**src/rtl/byte_permutation_stream.sv**
```systemverilog
// Byte-serial ShiftRows / InvShiftRows engine with a ping-pong pair of N-element banks.
// Optional build macro BYTE_PERM_BYPASS_EN adds a per-block bypass (unpermuted) input.
module byte_permutation_stream #(
  parameter int DW = 8,
  parameter int NB = 4
) (
  input  logic          clk,
  input  logic          rst,
  input  logic          flush,
  input  logic          mode,
`ifdef BYTE_PERM_BYPASS_EN
  input  logic          bypass,
`endif
  input  logic          in_valid,
  output logic          in_ready,
  input  logic [DW-1:0] in_data,
  output logic          out_valid,
  input  logic          out_ready,
  output logic [DW-1:0] out_data,
  output logic          out_last
);

  localparam int N  = 4 * NB;
  localparam int AW = $clog2(N);
  localparam int CW = AW - 2;
  localparam int SW = CW + 2;
  localparam logic [AW-1:0] LAST = AW'(N - 1);
  localparam logic [SW-1:0] NB_W = SW'(NB);

  // Bit 1 set means the bank holds a complete block (FULL or DRAINING)
  localparam logic [1:0] ST_EMPTY    = 2'd0;
  localparam logic [1:0] ST_FILLING  = 2'd1;
  localparam logic [1:0] ST_FULL     = 2'd2;
  localparam logic [1:0] ST_DRAINING = 2'd3;

  if (NB != 4 && NB != 6 && NB != 8) begin : g_bad_nb
    $error("byte_permutation_stream: NB must be 4, 6 or 8 (got %0d)", NB);
  end

  logic          byp_in;
  logic [1:0]    bank_state [2];
  logic [DW-1:0] bank_dout  [2];
  logic          wr_bank_reg, rd_bank_reg;
  logic [AW-1:0] wr_cnt_reg, rd_cnt_reg;
  logic [DW-1:0] hold_reg;
  logic          wr_fire, rd_fire;
  logic [1:0]    row;
  logic [CW-1:0] col;
  logic [2:0]    shift;
  logic [SW-1:0] fwd_sum, inv_sum;
  logic [CW-1:0] fwd_col, inv_col;

`ifdef BYTE_PERM_BYPASS_EN
  assign byp_in = bypass;
`else
  assign byp_in = 1'b0;
`endif

  assign in_ready  = ~bank_state[wr_bank_reg][1];
  assign out_valid = bank_state[rd_bank_reg][1];
  assign wr_fire   = in_valid && in_ready;
  assign rd_fire   = out_valid && out_ready;

  assign row = rd_cnt_reg[1:0];
  assign col = rd_cnt_reg[AW-1:2];

  always_comb begin
    case (row)
      2'd0:    shift = 3'd0;
      2'd1:    shift = 3'd1;
      2'd2:    shift = (NB == 8) ? 3'd3 : 3'd2;
      default: shift = (NB == 8) ? 3'd4 : 3'd3;
    endcase
  end

  // Both sums stay below 2*NB, so one conditional subtract is an exact modulo
  assign fwd_sum = SW'(col) + SW'(shift);
  assign inv_sum = SW'(col) + NB_W - SW'(shift);
  assign fwd_col = CW'((fwd_sum >= NB_W) ? (fwd_sum - NB_W) : fwd_sum);
  assign inv_col = CW'((inv_sum >= NB_W) ? (inv_sum - NB_W) : inv_sum);

  for (genvar gi = 0; gi < 2; gi++) begin : g_bank
    logic [1:0]    state_reg;
    logic          mode_reg;
    logic          byp_reg;
    logic [DW-1:0] mem_reg [N];
    logic          wr_hit, rd_hit;
    logic [AW-1:0] rd_idx;

    assign wr_hit = wr_fire && (wr_bank_reg == 1'(gi));
    assign rd_hit = rd_fire && (rd_bank_reg == 1'(gi));
    assign rd_idx = byp_reg ? rd_cnt_reg : {(mode_reg ? inv_col : fwd_col), row};
    assign bank_state[gi] = state_reg;
    assign bank_dout[gi]  = mem_reg[rd_idx];

    // A bank is never written and read in the same cycle: the states are disjoint
    always_ff @(posedge clk or posedge rst) begin
      if (rst) begin
        state_reg <= ST_EMPTY;
        mode_reg  <= 1'b0;
        byp_reg   <= 1'b0;
        for (int i = 0; i < N; i++) mem_reg[i] <= '0;
      end else if (flush) begin
        state_reg <= ST_EMPTY;
        mode_reg  <= 1'b0;
        byp_reg   <= 1'b0;
        for (int i = 0; i < N; i++) mem_reg[i] <= '0;
      end else if (wr_hit) begin
        mem_reg[wr_cnt_reg] <= in_data;
        if (wr_cnt_reg == '0) begin
          mode_reg <= mode;
          byp_reg  <= byp_in;
        end
        state_reg <= (wr_cnt_reg == LAST) ? ST_FULL : ST_FILLING;
      end else if (rd_hit) begin
        state_reg <= (rd_cnt_reg == LAST) ? ST_EMPTY : ST_DRAINING;
      end
    end
  end

  always_ff @(posedge clk or posedge rst) begin
    if (rst) begin
      wr_bank_reg <= 1'b0;
      rd_bank_reg <= 1'b0;
      wr_cnt_reg  <= '0;
      rd_cnt_reg  <= '0;
      hold_reg    <= '0;
    end else if (flush) begin
      wr_bank_reg <= 1'b0;
      rd_bank_reg <= 1'b0;
      wr_cnt_reg  <= '0;
      rd_cnt_reg  <= '0;
      hold_reg    <= '0;
    end else begin
      if (wr_fire) begin
        if (wr_cnt_reg == LAST) begin
          wr_cnt_reg  <= '0;
          wr_bank_reg <= ~wr_bank_reg;
        end else begin
          wr_cnt_reg <= wr_cnt_reg + 1'b1;
        end
      end
      if (rd_fire) begin
        hold_reg <= out_data;
        if (rd_cnt_reg == LAST) begin
          rd_cnt_reg  <= '0;
          rd_bank_reg <= ~rd_bank_reg;
        end else begin
          rd_cnt_reg <= rd_cnt_reg + 1'b1;
        end
      end
    end
  end

  // When idle the output holds the last element actually transferred
  assign out_data = out_valid ? bank_dout[rd_bank_reg] : hold_reg;
  assign out_last = out_valid && (rd_cnt_reg == LAST);

endmodule

```
**config.mk**
```make
export PLATFORM = sky130hd
export DESIGN_NAME = byte_permutation_stream
export DESIGN_NICKNAME = d
export VERILOG_FILES = /design/src/rtl/byte_permutation_stream.sv
export SDC_FILE = /design/constraint.sdc
export NUM_CORES = 1
export LEC_CHECK = 0
export ABC_AREA = 1
export ABC_CLOCK_PERIOD_IN_PS = 10000
export BUFFER_PORTS_ARGS = -buffer_cell sky130_fd_sc_hd__buf_2
export CELL_PAD_IN_SITES_DETAIL_PLACEMENT = 2
export CELL_PAD_IN_SITES_GLOBAL_PLACEMENT = 2
export CORE_ASPECT_RATIO = 1.4
export CORE_MARGIN = 2
export CORE_UTILIZATION = 37
export CTS_CLUSTER_SIZE = 30
export DETAILED_ROUTE_END_ITERATION = 7
export MAX_ROUTING_LAYER = met4
export PLACE_DENSITY_LB_ADDON = 0.1
export SLEW_MARGIN = 20
export SYNTH_ARGS = -nofsm -noshare
export SYNTH_HDL_FRONTEND = slang
export SYNTH_SLANG_ARGS = --single-unit
export TNS_END_PERCENT = 30
```
**constraint.sdc**
```tcl
create_clock -name clk -period 10 [get_ports clk]
set_input_delay 1 -clock clk [delete_from_list [all_inputs] [get_ports clk]]
set_output_delay 1 -clock clk [all_outputs]
set_load 0.03 [all_outputs]
```
# ---- After elaboration in Yosys (flattened, before gate mapping)
# Cells that the tools add are included.
# Widths: inputs -> output; s select.
dict set report word_totals {
  input_bits 14
  register_bits 282
  output_inout_bits 11
}
dict set report op_classes {
  addsub 7
  order_cmp 8
  reduce_logical 23
  muxes 63
  eq_ne 4
  bitwise 8
}
# op count
set ops {}
lappend ops {{$mux 128} 4}
lappend ops {{$bwmux 128} 2}
lappend ops {{$mux 8} 11}
lappend ops {{$bmux 8 s4} 2}
lappend ops {{$mux 2} 18}
lappend ops {{$demux 8 s4} 1}
lappend ops {{$mux 4} 8}
lappend ops {{$mux 1} 16}
lappend ops {{$ge 5x5->1 const B} 3}
lappend ops {{$not 4->5} 3}
lappend ops {{$reduce_bool 2->1} 7}
lappend ops {{$add 4x1->4 const B} 2}
lappend ops {{$eq 4x4->1 const B} 2}
lappend ops {{$logic_and 1x1->1} 8}
lappend ops {{$reduce_and 2->1} 4}
lappend ops {{$pmux 2 s3} 1}
lappend ops {{$reduce_bool 3->1} 2}
lappend ops {{$lt 5x1->1 const B} 1}
lappend ops {{$add 2x3->4 const B} 1}
lappend ops {{$ge 2x2->1 const B} 2}
lappend ops {{$ge 4x3->1 const B} 1}
lappend ops {{$logic_not 4->1} 1}
lappend ops {{$not 1->2} 2}
lappend ops {{$sub 2x1->2 const B} 2}
lappend ops {{other kinds (7)} 9}

# ---- Depth between registers and ports, before layout
# Gate-level depths: netlist (run 1).
dict set report depth {
  word_depth 17
  mapped_depth 17
}

# ---- Worst setup path before layout (run 1)
# No wires, ideal clock.
dict set report synth_path {
  path_kind {flip-flop to output port}
  from {register rd_cnt_reg[1]}
  to {output port out_data[4]}
  path_stages_with_launch 16
  required_time_ns 9.000
  path_slack_ns 5.835
  arrival_time_ns 3.165
  cell_sequence {dfrtp_1 > clkbuf_1 > inv_2 > clkbuf_1 > ha_1 > or2_2 > ha_1 > clkbuf_1 > inv_1 > clkbuf_1 > nand2_1 > nand2_1 > nand3_1 > nand3_1 > nand2_1 > a21boi_0}
}
dict set report synth_between {
  elab_chain_len 15
  word_cells_on_any_way 28
  cone_classes {4 x add/sub; 2 x order compare; 2 x eq/ne; 17 x mux; 2 x bitwise; 1 x reduce/logical}
}
# item line
set synth_rtl {}
lappend synth_rtl {{from (decl)} 44} ;# logic [AW-1:0] wr_cnt_reg, rd_cnt_reg;
lappend synth_rtl {{from (signal assigned)} 149} ;# rd_cnt_reg <= rd_cnt_reg + 1'b1;
lappend synth_rtl {{$eq 2x2->1 (tied with other cells)} 68} ;# case (row)
lappend synth_rtl {{$pmux 2 s3} 68}
lappend synth_rtl {{$sub 4x2->4 / $add 2x2->3 (equally long branches)} {78, 77}}
lappend synth_rtl {{$ge 4x3->1 (tied with other cells)} 80} ;# assign inv_col = CW'((inv_sum >= NB_W) ? (inv_sum - NB_W) : inv_sum);
lappend synth_rtl {{$mux 2, on equally long branches} {80, 79}}
lappend synth_rtl {{$mux 2} 92} ;# assign rd_idx = byp_reg ? rd_cnt_reg : {(mode_reg ? inv_col : fwd_col), row};
lappend synth_rtl {{$mux 4} 92}
lappend synth_rtl {{$not 4->5 (not written as such)} 94} ;# assign bank_dout[gi] = mem_reg[rd_idx];
lappend synth_rtl {{$bmux 8 s4} 94}
lappend synth_rtl {{$mux 8 (not written as such) (2 in series)} 94}
lappend synth_rtl {{$mux 8 (not written as such) (*) (3 in series)} 156} ;# assign out_data = out_valid ? bank_dout[rd_bank_reg] : hold_reg;
lappend synth_rtl {{$mux 8 (*)} 156}
lappend synth_rtl {{to (decl)} 19} ;# output logic [DW-1:0] out_data,
# Every way passes the cells marked *; elsewhere a longest branch is shown, timed or not. The select of a mux whose other input is x is not followed.

# ---- Worst setup path in the final report (run 1)
dict set report layout_path {
  from {register rd_cnt_reg[1]}
  to {output port out_data[7]}
}
# The elaborated chain is that of the path after synthesis.

==> results of run 1 <==
-- path summary, 6_finish.rpt --
kind                                        from               endpoint  slack [ps]  cells after the start
setup / recovery                   rd_cnt_reg[1]            out_data[7]        4720                     13
hold / removal             g_bank[1].mem_reg[96]  g_bank[1].mem_reg[96]         470                      2
setup reg to reg                   rd_cnt_reg[1]            hold_reg[4]        6340                     14
hold reg to reg            g_bank[1].mem_reg[96]  g_bank[1].mem_reg[96]         470                      2
max in group asynchronous                    rst  g_bank[0].mem_reg[10]        7910                      3
min in group asynchronous                    rst  g_bank[0].mem_reg[34]         550                      2
-- power by group --
group / internal [mW] / switching, mW
sequential: 1.15 / 0.0282
clock: 0.724 / 0.493
combinational: 0.154 / 0.503
-- through the flow --
step / hold slack [ps] / std cells
6_report: 472 / 2533
3_5_place_dp: 458 / 2479
4_1_cts: 478 / 2533
3_3_place_gp: 450 / 2479
2_1_floorplan: 437 / 2008
5_1_grt: 504 / 2533
-- per-layer routing --
layer	vias to the layer above	global-route usage, %	share of wire (%)
li1	6251	-	-
met1	6917	35.0	41
met2	168	53.1	52
met3	96	2.90	2.4
met4	0	11.5	4.1
met5	-	-	0
-- Yosys cell counts, types with 2 or more instances --
cell,n,share of area [%]
a21boi_1,6,0.31
a21oi_1,11,0.38
a31oi_1,2,0.087
buf_1,20,0.52
buf_2,25,0.87
clkbuf_1,47,1.2
clkinv_1,11,0.29
dfrtp_1,278,48
ha_1,9,0.78
inv_1,219,5.7
inv_2,5,0.13
mux2_2,16,1.2
nand2_1,724,19
nand3_1,103,3.6
nor2_1,194,5.0
nor3_1,2,0.069
o211ai_1,36,1.9
o21ai_0,236,8.2
o21ai_1,20,0.69
o21ai_2,6,0.36
o22ai_1,19,0.82
o31ai_1,2,0.10
or2_2,8,0.35
xor2_1,2,0.12
-- cell type report --
type | count | area, um2 | area share (%)
multi-input combinational | 1402 | 6240 | 38.8
clock inverter | 11 | 158 | 0.981
timing repair buffer | 42 | 268 | 1.67
inverter | 235 | 890 | 5.54
clock buffer | 43 | 901 | 5.61
sequential | 278 | 6960 | 43.3
tap | 522 | 653 | 4.06
-- critical path, stage by stage, from the launching register on --
cell	delay [ps]
dfrtp_2	870
inv_2	80
ha_1	210
or2_2	310
ha_1	280
buf_4	240
inv_1	740
nand2_1	120
nand2_1	90
inv_1	40
nand2_1	70
nand3_1	110
a31oi_1	270
buf_2	250
-- cell families (layout without fill, tap and decap cells) --
logic type	Yosys count	count (layout)	synth area share (%)
AND/OR/NAND/NOR	1035	1035	28.0
AO/OA/AOI/OAI	340	340	13.0
buffers and inverters	328	331	8.76
flip-flops	278	278	48.1
multiplexers	16	16	1.25
adder cells (fa/ha/maj)	9	9	0.779
XOR/XNOR	2	2	0.121
==> results.sh, run 1 <==
export IMPL_worstSetupPathType="reg2out"
export IMPL_synthArstFlopShare_pct=100
export IMPL_syn2layout_area_growth_pct=11.2
export IMPL_ctsResizeCount=0
export IMPL_initial_core_util_pct=37.6
export IMPL_p_per_area_nw_per_um2=190
export IMPL_worstPathRequired_ps=9000
export IMPL_drc=0
export IMPL_worstSkewPairLatency_ps=590
export IMPL_rsz0062_at_grt="no"
export IMPL_place_ws_ps=5340
export IMPL_post_cts_setup_buffers=0
export IMPL_final_cell_mix="724 x nand2_1, 276 x dfrtp_1, 236 x o21ai_0"
export IMPL_p_leak_nw=7.83
export IMPL_clock_sinks=278
export IMPL_period_minus_slack_ps=5280
export IMPL_ant_nets=0
export IMPL_synth_edff_count=0
export IMPL_endpoint_kind="primary output"
export IMPL_final_util_pct=41.7
export IMPL_final_common_cell="nand2_1"
export IMPL_first_iter_violations=720
export IMPL_syn_area_per_cell_um2=7.20
export IMPL_dp_hpwl_mm=37.7
export IMPL_syn_num_nets=2031
export IMPL_cts_root_buf="clkbuf_16"
export IMPL_grt_max_degree=166
export IMPL_diodes=0
export IMPL_cap_viol_max_count=0
export IMPL_largest_reg_flops=256
export IMPL_first_global_vias=15020
export IMPL_coreArea_um2=38500
export IMPL_finalNetCount=2012
export IMPL_placedInstanceArea_um2=15000
export IMPL_port_buffers=24
export IMPL_cp_max_fo=34
export IMPL_cp_arrival_ps=4280
export IMPL_synth_seq_area_share_pct=48.1
export IMPL_outcome="finished clean"
export IMPL_synth_flop_cell="dfrtp_1"
export IMPL_grt_usage_pct=30.0
export IMPL_vias=13432
export IMPL_finalHoldViolations=0
export IMPL_die_x_um=171
export IMPL_clockBufferDepth=3
export IMPL_synth_cells=2008
export IMPL_row_count=85
export IMPL_cts_tree="done"
export IMPL_worst_pin_slew_ps=1130
export IMPL_slew_violations=0
export IMPL_io_pins=25
export IMPL_cts_hold_buf=0
export IMPL_setup_tns_ps=0
export IMPL_die_y_um=238
export IMPL_slew_headroom_pct=24.5
export IMPL_final_area_um2=16100
export IMPL_htree_levels=1
export IMPL_start_kind="flip-flop"
export IMPL_clock_skew_ps=15.8
export IMPL_numCtsBuffers=30
export IMPL_ys_seq_elements=278
export IMPL_synth_cell_type_count=31
export IMPL_dieArea_um2=40700
export IMPL_routed_wl_mm=57.4
export IMPL_total_power_mw=3.05
export IMPL_gp_congestion=0.844
export IMPL_fmax_ghz=0.189
export IMPL_num_fill_cells=4607
export IMPL_holdCritPathClass="reg2reg"
export IMPL_grt_pass1_wl_mm=90.0
export IMPL_yosys_warnings=0
export IMPL_dr_pass1_iters=5
export IMPL_finalSetupViolations=0
export IMPL_path_clk_slew_ps=70
export IMPL_antenna_found_initial=1
export IMPL_irDropWorstVdd_mv=0.108
export IMPL_grt_overflow=0
export IMPL_vias_per_cell=5.30
export IMPL_fin_ws_ps=4720
export IMPL_drive_gt1_share_pct=6.66
export IMPL_wl_per_cell_um=22.7
export IMPL_synth_area_um2=14500
export IMPL_finalCritPeriodShare_pct=52.8
Power figures use the tool's default switching activity.
==> run 2: changes to the inputs <==
--- a/config.mk
+++ b/config.mk
@@ -6,7 +6,7 @@
 export NUM_CORES = 1
 export LEC_CHECK = 0
 export ABC_AREA = 1
-export ABC_CLOCK_PERIOD_IN_PS = 10000
+export ABC_CLOCK_PERIOD_IN_PS = 5510
 export BUFFER_PORTS_ARGS = -buffer_cell sky130_fd_sc_hd__buf_2
 export CELL_PAD_IN_SITES_DETAIL_PLACEMENT = 2
 export CELL_PAD_IN_SITES_GLOBAL_PLACEMENT = 2
==> constraint.sdc (replaced) <==
create_clock -name clk -period 5.51 [get_ports clk]
set_input_delay 0.551 -clock clk [delete_from_list [all_inputs] [get_ports clk]]
set_output_delay 0.551 -clock clk [all_outputs]
set_load 0.03 [all_outputs]
==> run 2 against run 1 <==
  * First-iteration DRC count shrank 13%
  * Combinational power increased by 83%
  * Sequential power increased by 83%
  * Worst hold slack lost 350 ps
  * Clock skew rose by 1.6 ps
  * Design area is 0.51% lower
  * Die area did not move
  * Critical path depth shrank 1
  * Final cell count hardly changed
==> results.sh, run 2 (synthesis gave the netlist of run 1 again) <==
export IMPL_worstSetupPathType="reg2out"
export IMPL_fmax_ghz=0.207
export IMPL_cp_arrival_ps=4270
export IMPL_worstPathRequired_ps=4960
export IMPL_irDropWorstVdd_mv=0.212
export IMPL_drc=0
export IMPL_htree_levels=1
export IMPL_clockBufferDepth=3
export IMPL_die_x_um=171
export IMPL_io_pins=25
export IMPL_port_buffers=24
export IMPL_cp_max_fo=64
export IMPL_ctsResizeCount=0
export IMPL_diodes=0
export IMPL_numCtsBuffers=31
export IMPL_cts_hold_buf=0
export IMPL_endpoint_kind="primary output"
export IMPL_dr_pass1_iters=4
export IMPL_vias=13545
export IMPL_wl_per_cell_um=22.9
export IMPL_routed_wl_mm=57.8
export IMPL_outcome="finished clean"
export IMPL_worst_pin_slew_ps=1110
export IMPL_gp_congestion=0.896
export IMPL_slew_headroom_pct=26.2
export IMPL_grt_usage_pct=30.5
export IMPL_cts_root_buf="clkbuf_16"
export IMPL_dp_hpwl_mm=38.6
export IMPL_dieArea_um2=40700
export IMPL_slew_violations=0
export IMPL_clock_sinks=278
export IMPL_finalCritPeriodShare_pct=87.5
export IMPL_initial_core_util_pct=37.6
export IMPL_path_clk_slew_ps=70
export IMPL_start_kind="flip-flop"
export IMPL_r2r_end="hold_reg[3]"
export IMPL_grt_overflow=0
export IMPL_final_cell_mix="723 x nand2_1, 276 x dfrtp_1, 236 x o21ai_0"
export IMPL_holdCritPathClass="in2async"
export IMPL_cap_viol_max_count=0
export IMPL_coreArea_um2=38500
export IMPL_setup_worst_path_start="rd_cnt_reg[0]"
export IMPL_dp_cells=2480
export IMPL_row_count=85
export IMPL_grt_max_degree=130
export IMPL_cp_endpoint="out_data[4]"
export IMPL_setup_tns_ps=0
export IMPL_finalHoldViolations=0
export IMPL_largest_reg_flops=256
export IMPL_first_global_vias=15383
export IMPL_grtUsageMet1_pct=36.0
export IMPL_first_iter_violations=630
export IMPL_cts_tree="done"
export IMPL_met3_usage_pct=2.52
export IMPL_rsz0062_at_grt="no"
export IMPL_post_cts_setup_buffers=0
export IMPL_finalNonFillerCells=2531
export IMPL_vias_per_cell=5.35
export IMPL_grt_use_met2_pct=54.6
export IMPL_antenna_found_initial=0
export IMPL_p_leak_nw=7.78
export IMPL_syn2layout_area_growth_pct=10.6
export IMPL_grt_pass1_wl_mm=92.0
export IMPL_final_common_cell="nand2_1"
export IMPL_p_per_area_nw_per_um2=336
export IMPL_num_fill_cells=4592
export IMPL_clock_skew_ps=17.4
export IMPL_r2r_start="rd_cnt_reg[0]"
export IMPL_ant_nets=0
export IMPL_layout_area_seq_um2=6960
export IMPL_grt_busiest_layer="met2"
export IMPL_drive_gt1_share_pct=6.37
export IMPL_reg2reg_slack_ps=1910
export IMPL_r2r_cells=13
export IMPL_finalNetCount=2014
export IMPL_period_minus_slack_ps=4820
export IMPL_worstSkewPairLatency_ps=600
export IMPL_multiInputGateArea_um2=6240
export IMPL_finalSetupViolations=0
export IMPL_die_y_um=238
==> run 2: cell types whose count changed in the layout (fill, tap and decap cells not counted), sizes merged <==
cell	delta
clkbuf	+6
clkinv	-5
bufinv	-4
buf	+1
==> run 2: per-layer routing <==
metal,part of all wire (%),vias up
met1,41,7029
met4,3.6,0
met2,53,167
met3,2.4,93
met5,0,-
li1,-,6256
==> run 2: area by class of cell <==
type,count,area share (%)
clock buffers,49,5.84
clock inverters,2,0.156
inverters,235,5.54
multi-input cells,1402,39.0
flip-flops and latches,278,43.5
well taps,522,4.08
repair buffers,43,1.80
==> run 2: report_power, final <==
part           total [mW]  internal, mW  leakage [nW]  switching (mW)
clock                2.03          1.15         0.471           0.883
sequential           2.14          2.08          3.86          0.0606
combinational        1.20         0.281          3.45           0.919
==> run 2: stage by stage <==
stage               hold WS (ps)  worst slack, ps  instance area (um2)  power (mW)  utilization [%]
finish                       120              687                16000        5.37             41.5
CTS                          121              655                16000        5.43             41.5
global placement             450             1440                15000        3.35             39.0
floorplan                    437             1280                14500        2.90                -
global route                 162              393                16000        5.62             41.5
detailed placement           458             1320                15000        3.38             39.0
==> run 2: worst min-delay path by stage <==
| stage | from | end | slack [ps] | cells after the start |
|---|---|---|---|---|
| final | rst | g_bank[0].mem_reg[38] | 120 | 2 |
| after global routing | rst | g_bank[0].mem_reg[38] | 160 | 2 |
| after CTS | rst | hold_reg[1] | 120 | 2 |
| after detailed placement | g_bank[0].mem_reg[64] | g_bank[0].mem_reg[64] | 460 | 2 |
| after global placement | g_bank[0].mem_reg[118] | g_bank[0].mem_reg[118] | 450 | 2 |
| after floorplan | g_bank[0].mem_reg[101] | g_bank[0].mem_reg[101] | 440 | 2 |
==> run 2: worst max-delay path: stages, from the launching register on <==
cell      delay [ps]
dfrtp_4          760
ha_1             390
or2_2            320
ha_1             280
buf_4            240
inv_1            720
nand2_1          120
nand2_1          110
nand2_1           60
nand3_1          120
nand2_1          130
a21boi_0         170
buf_2            220
==> run 3: changes to the inputs <==
--- a/config.mk
+++ b/config.mk
@@ -11,13 +11,12 @@
 export CELL_PAD_IN_SITES_DETAIL_PLACEMENT = 2
 export CELL_PAD_IN_SITES_GLOBAL_PLACEMENT = 2
 export CORE_ASPECT_RATIO = 1.4
-export CORE_MARGIN = 2
+export CORE_MARGIN = 1.5
 export CORE_UTILIZATION = 37
 export CTS_CLUSTER_SIZE = 30
 export DETAILED_ROUTE_END_ITERATION = 7
 export MAX_ROUTING_LAYER = met4
 export PLACE_DENSITY_LB_ADDON = 0.1
-export SLEW_MARGIN = 20
 export SYNTH_ARGS = -nofsm -noshare
 export SYNTH_HDL_FRONTEND = slang
 export SYNTH_SLANG_ARGS = --single-unit
==> constraint.sdc (replaced) <==
create_clock -name clk -period 5.51 [get_ports clk]
set_input_delay 0.551 -clock clk [delete_from_list [all_inputs] [get_ports clk]]
set_output_delay 0.551 -clock clk [all_outputs]
set_load 0.005 [all_outputs]
==> run 3 against run 2 <==
  * Sequential share of layout area fell by 0.13 points
  * Sequential cell count did not move
  * Combinational power barely moved
  * Worst setup slack improved by 280 ps
  * Critical path type unchanged
  * Die area fell by 1.0%
  * Clock skew fell by 0.62 ps
  * Power rose by 0.31%
  * Largest cell class unchanged
  * Register-to-register slack improved by 210 ps
  * Global-route usage barely moved
  * Wire length fell by 0.55%
==> results.sh, run 3 (synthesis gave the netlist of run 1 again) <==
export IMPL_period_minus_slack_ps=4540
export IMPL_port_buffers=24
export IMPL_routed_wl_mm=57.5
export IMPL_cap_viol_max_count=0
export IMPL_die_y_um=237
export IMPL_worstSkewPairLatency_ps=590
export IMPL_drc=0
export IMPL_first_global_vias=15208
export IMPL_ctsResizeCount=0
export IMPL_hold_ws_ps=87.9
export IMPL_clockBufferDepth=3
export IMPL_dp_hpwl_mm=37.8
export IMPL_final_cell_mix="724 x nand2_1, 276 x dfrtp_1, 236 x o21ai_0"
export IMPL_path_clk_slew_ps=70
export IMPL_cp_max_fo=33
export IMPL_grt_pass1_wl_mm=90.6
export IMPL_final_common_cell="nand2_1"
export IMPL_worstSetupPathType="reg2out"
export IMPL_endpoint_kind="primary output"
export IMPL_finalHoldViolations=0
export IMPL_placedInstanceArea_um2=15000
export IMPL_drive_gt1_share_pct=6.65
export IMPL_place_ws_ps=1500
export IMPL_grt_usage_pct=30.6
export IMPL_htree_levels=1
export IMPL_final_area_um2=16000
export IMPL_cp_arrival_ps=3990
export IMPL_dr_pass1_iters=5
export IMPL_wl_per_cell_um=22.7
export IMPL_p_per_area_nw_per_um2=336
export IMPL_clock_skew_ps=16.7
export IMPL_vias=13562
export IMPL_antenna_found_initial=0
export IMPL_row_count=85
export IMPL_holdCritPathClass="in2async"
export IMPL_first_iter_violations=655
export IMPL_io_pins=25
export IMPL_gp_congestion=0.879
export IMPL_slew_headroom_pct=16.7
export IMPL_fin_ws_ps=966
export IMPL_cts_root_buf="clkbuf_16"
export IMPL_worstPathRequired_ps=4960
export IMPL_slew_violations=0
export IMPL_syn2layout_area_growth_pct=10.9
export IMPL_numCtsBuffers=31
export IMPL_grt_max_degree=134
export IMPL_cts_tree="done"
export IMPL_irDropWorstVdd_mv=0.176
export IMPL_finalCritPeriodShare_pct=82.5
export IMPL_diodes=0
export IMPL_initial_core_util_pct=37.6
export IMPL_finalNetCount=2014
export IMPL_start_kind="flip-flop"
export IMPL_ant_nets=0
export IMPL_outcome="finished clean"
export IMPL_dieArea_um2=40300
export IMPL_worst_pin_slew_ps=1240
export IMPL_num_fill_cells=4620
export IMPL_rsz0062_at_grt="no"
export IMPL_final_util_pct=41.7
export IMPL_p_leak_nw=7.81
export IMPL_grt_overflow=0
export IMPL_largest_reg_flops=256
export IMPL_clock_sinks=278
export IMPL_post_cts_setup_buffers=0
export IMPL_setup_tns_ps=0
export IMPL_cts_hold_buf=0
export IMPL_vias_per_cell=5.35
export IMPL_finalSetupViolations=0
export IMPL_fmax_ghz=0.220
export IMPL_coreArea_um2=38500
export IMPL_die_x_um=170
[run 3: cell types whose count changed in the layout (fill, tap and decap cells not counted), sizes merged]
cell | before | now
clkinvlp | 1 | 2
clkbuf | 49 | 44
bufinv | 0 | 2
clkinv | 12 | 20
[run 3: final cells by class]
cell class                 instances  area [um2]  share of cell area (%)
inverter                         235         886                    5.52
timing repair buffer              43         300                    1.87
multi-input combinational       1402        6240                    38.9
clock buffer                      44         875                    5.45
sequential                       278        6960                    43.4
clock inverter                    13         121                   0.757
tap                              522         653                    4.07
[run 3: final timing paths]
kind,start,endpoint,slack [ps],cells past startpoint
min,rst,g_bank[1].mem_reg[46],90,2
max reg2reg,rd_cnt_reg[0],hold_reg[1],2120,13
max in group asynchronous,rst,g_bank[0].mem_reg[20],4200,3
min in group clk,in_data[1],g_bank[1].mem_reg[89],300,3
max,rd_cnt_reg[0],out_data[4],970,12
min reg2reg,g_bank[0].mem_reg[64],g_bank[0].mem_reg[64],470,2
[run 3: power breakdown]
group	leakage [nW]	switching, mW	internal [mW]
Clock	0.496	0.899	1.19
Sequential	3.86	0.0386	2.08
Combinational	3.45	0.895	0.283
Total	7.81	1.83	3.55
[run 3: stage by stage]
stage,std cells,power (mW)
floorplan,2008,2.85
global placement,2480,3.32
detailed placement,2480,3.34
CTS,2537,5.46
global route,2537,5.63
finish,2537,5.39
[run 3: critical path, stage by stage (launching register included)]
cell,delay (ps)
dfrtp_4,610
ha_1,300
or2_2,300
ha_1,280
buf_4,240
inv_1,760
nand2_1,140
nand2_1,100
nand3_1,70
nand3_1,100
nand2_1,110
a21boi_0,220
buf_2,150
[run 3: layer usage]
metal	wire length, um	vias to the layer above	global-route usage (%)
met5	0	-	-
met4	2950	0	14.1
met3	1370	125	2.59
met2	30100	187	54.4
met1	23100	7004	34.6
li1	-	6246	-
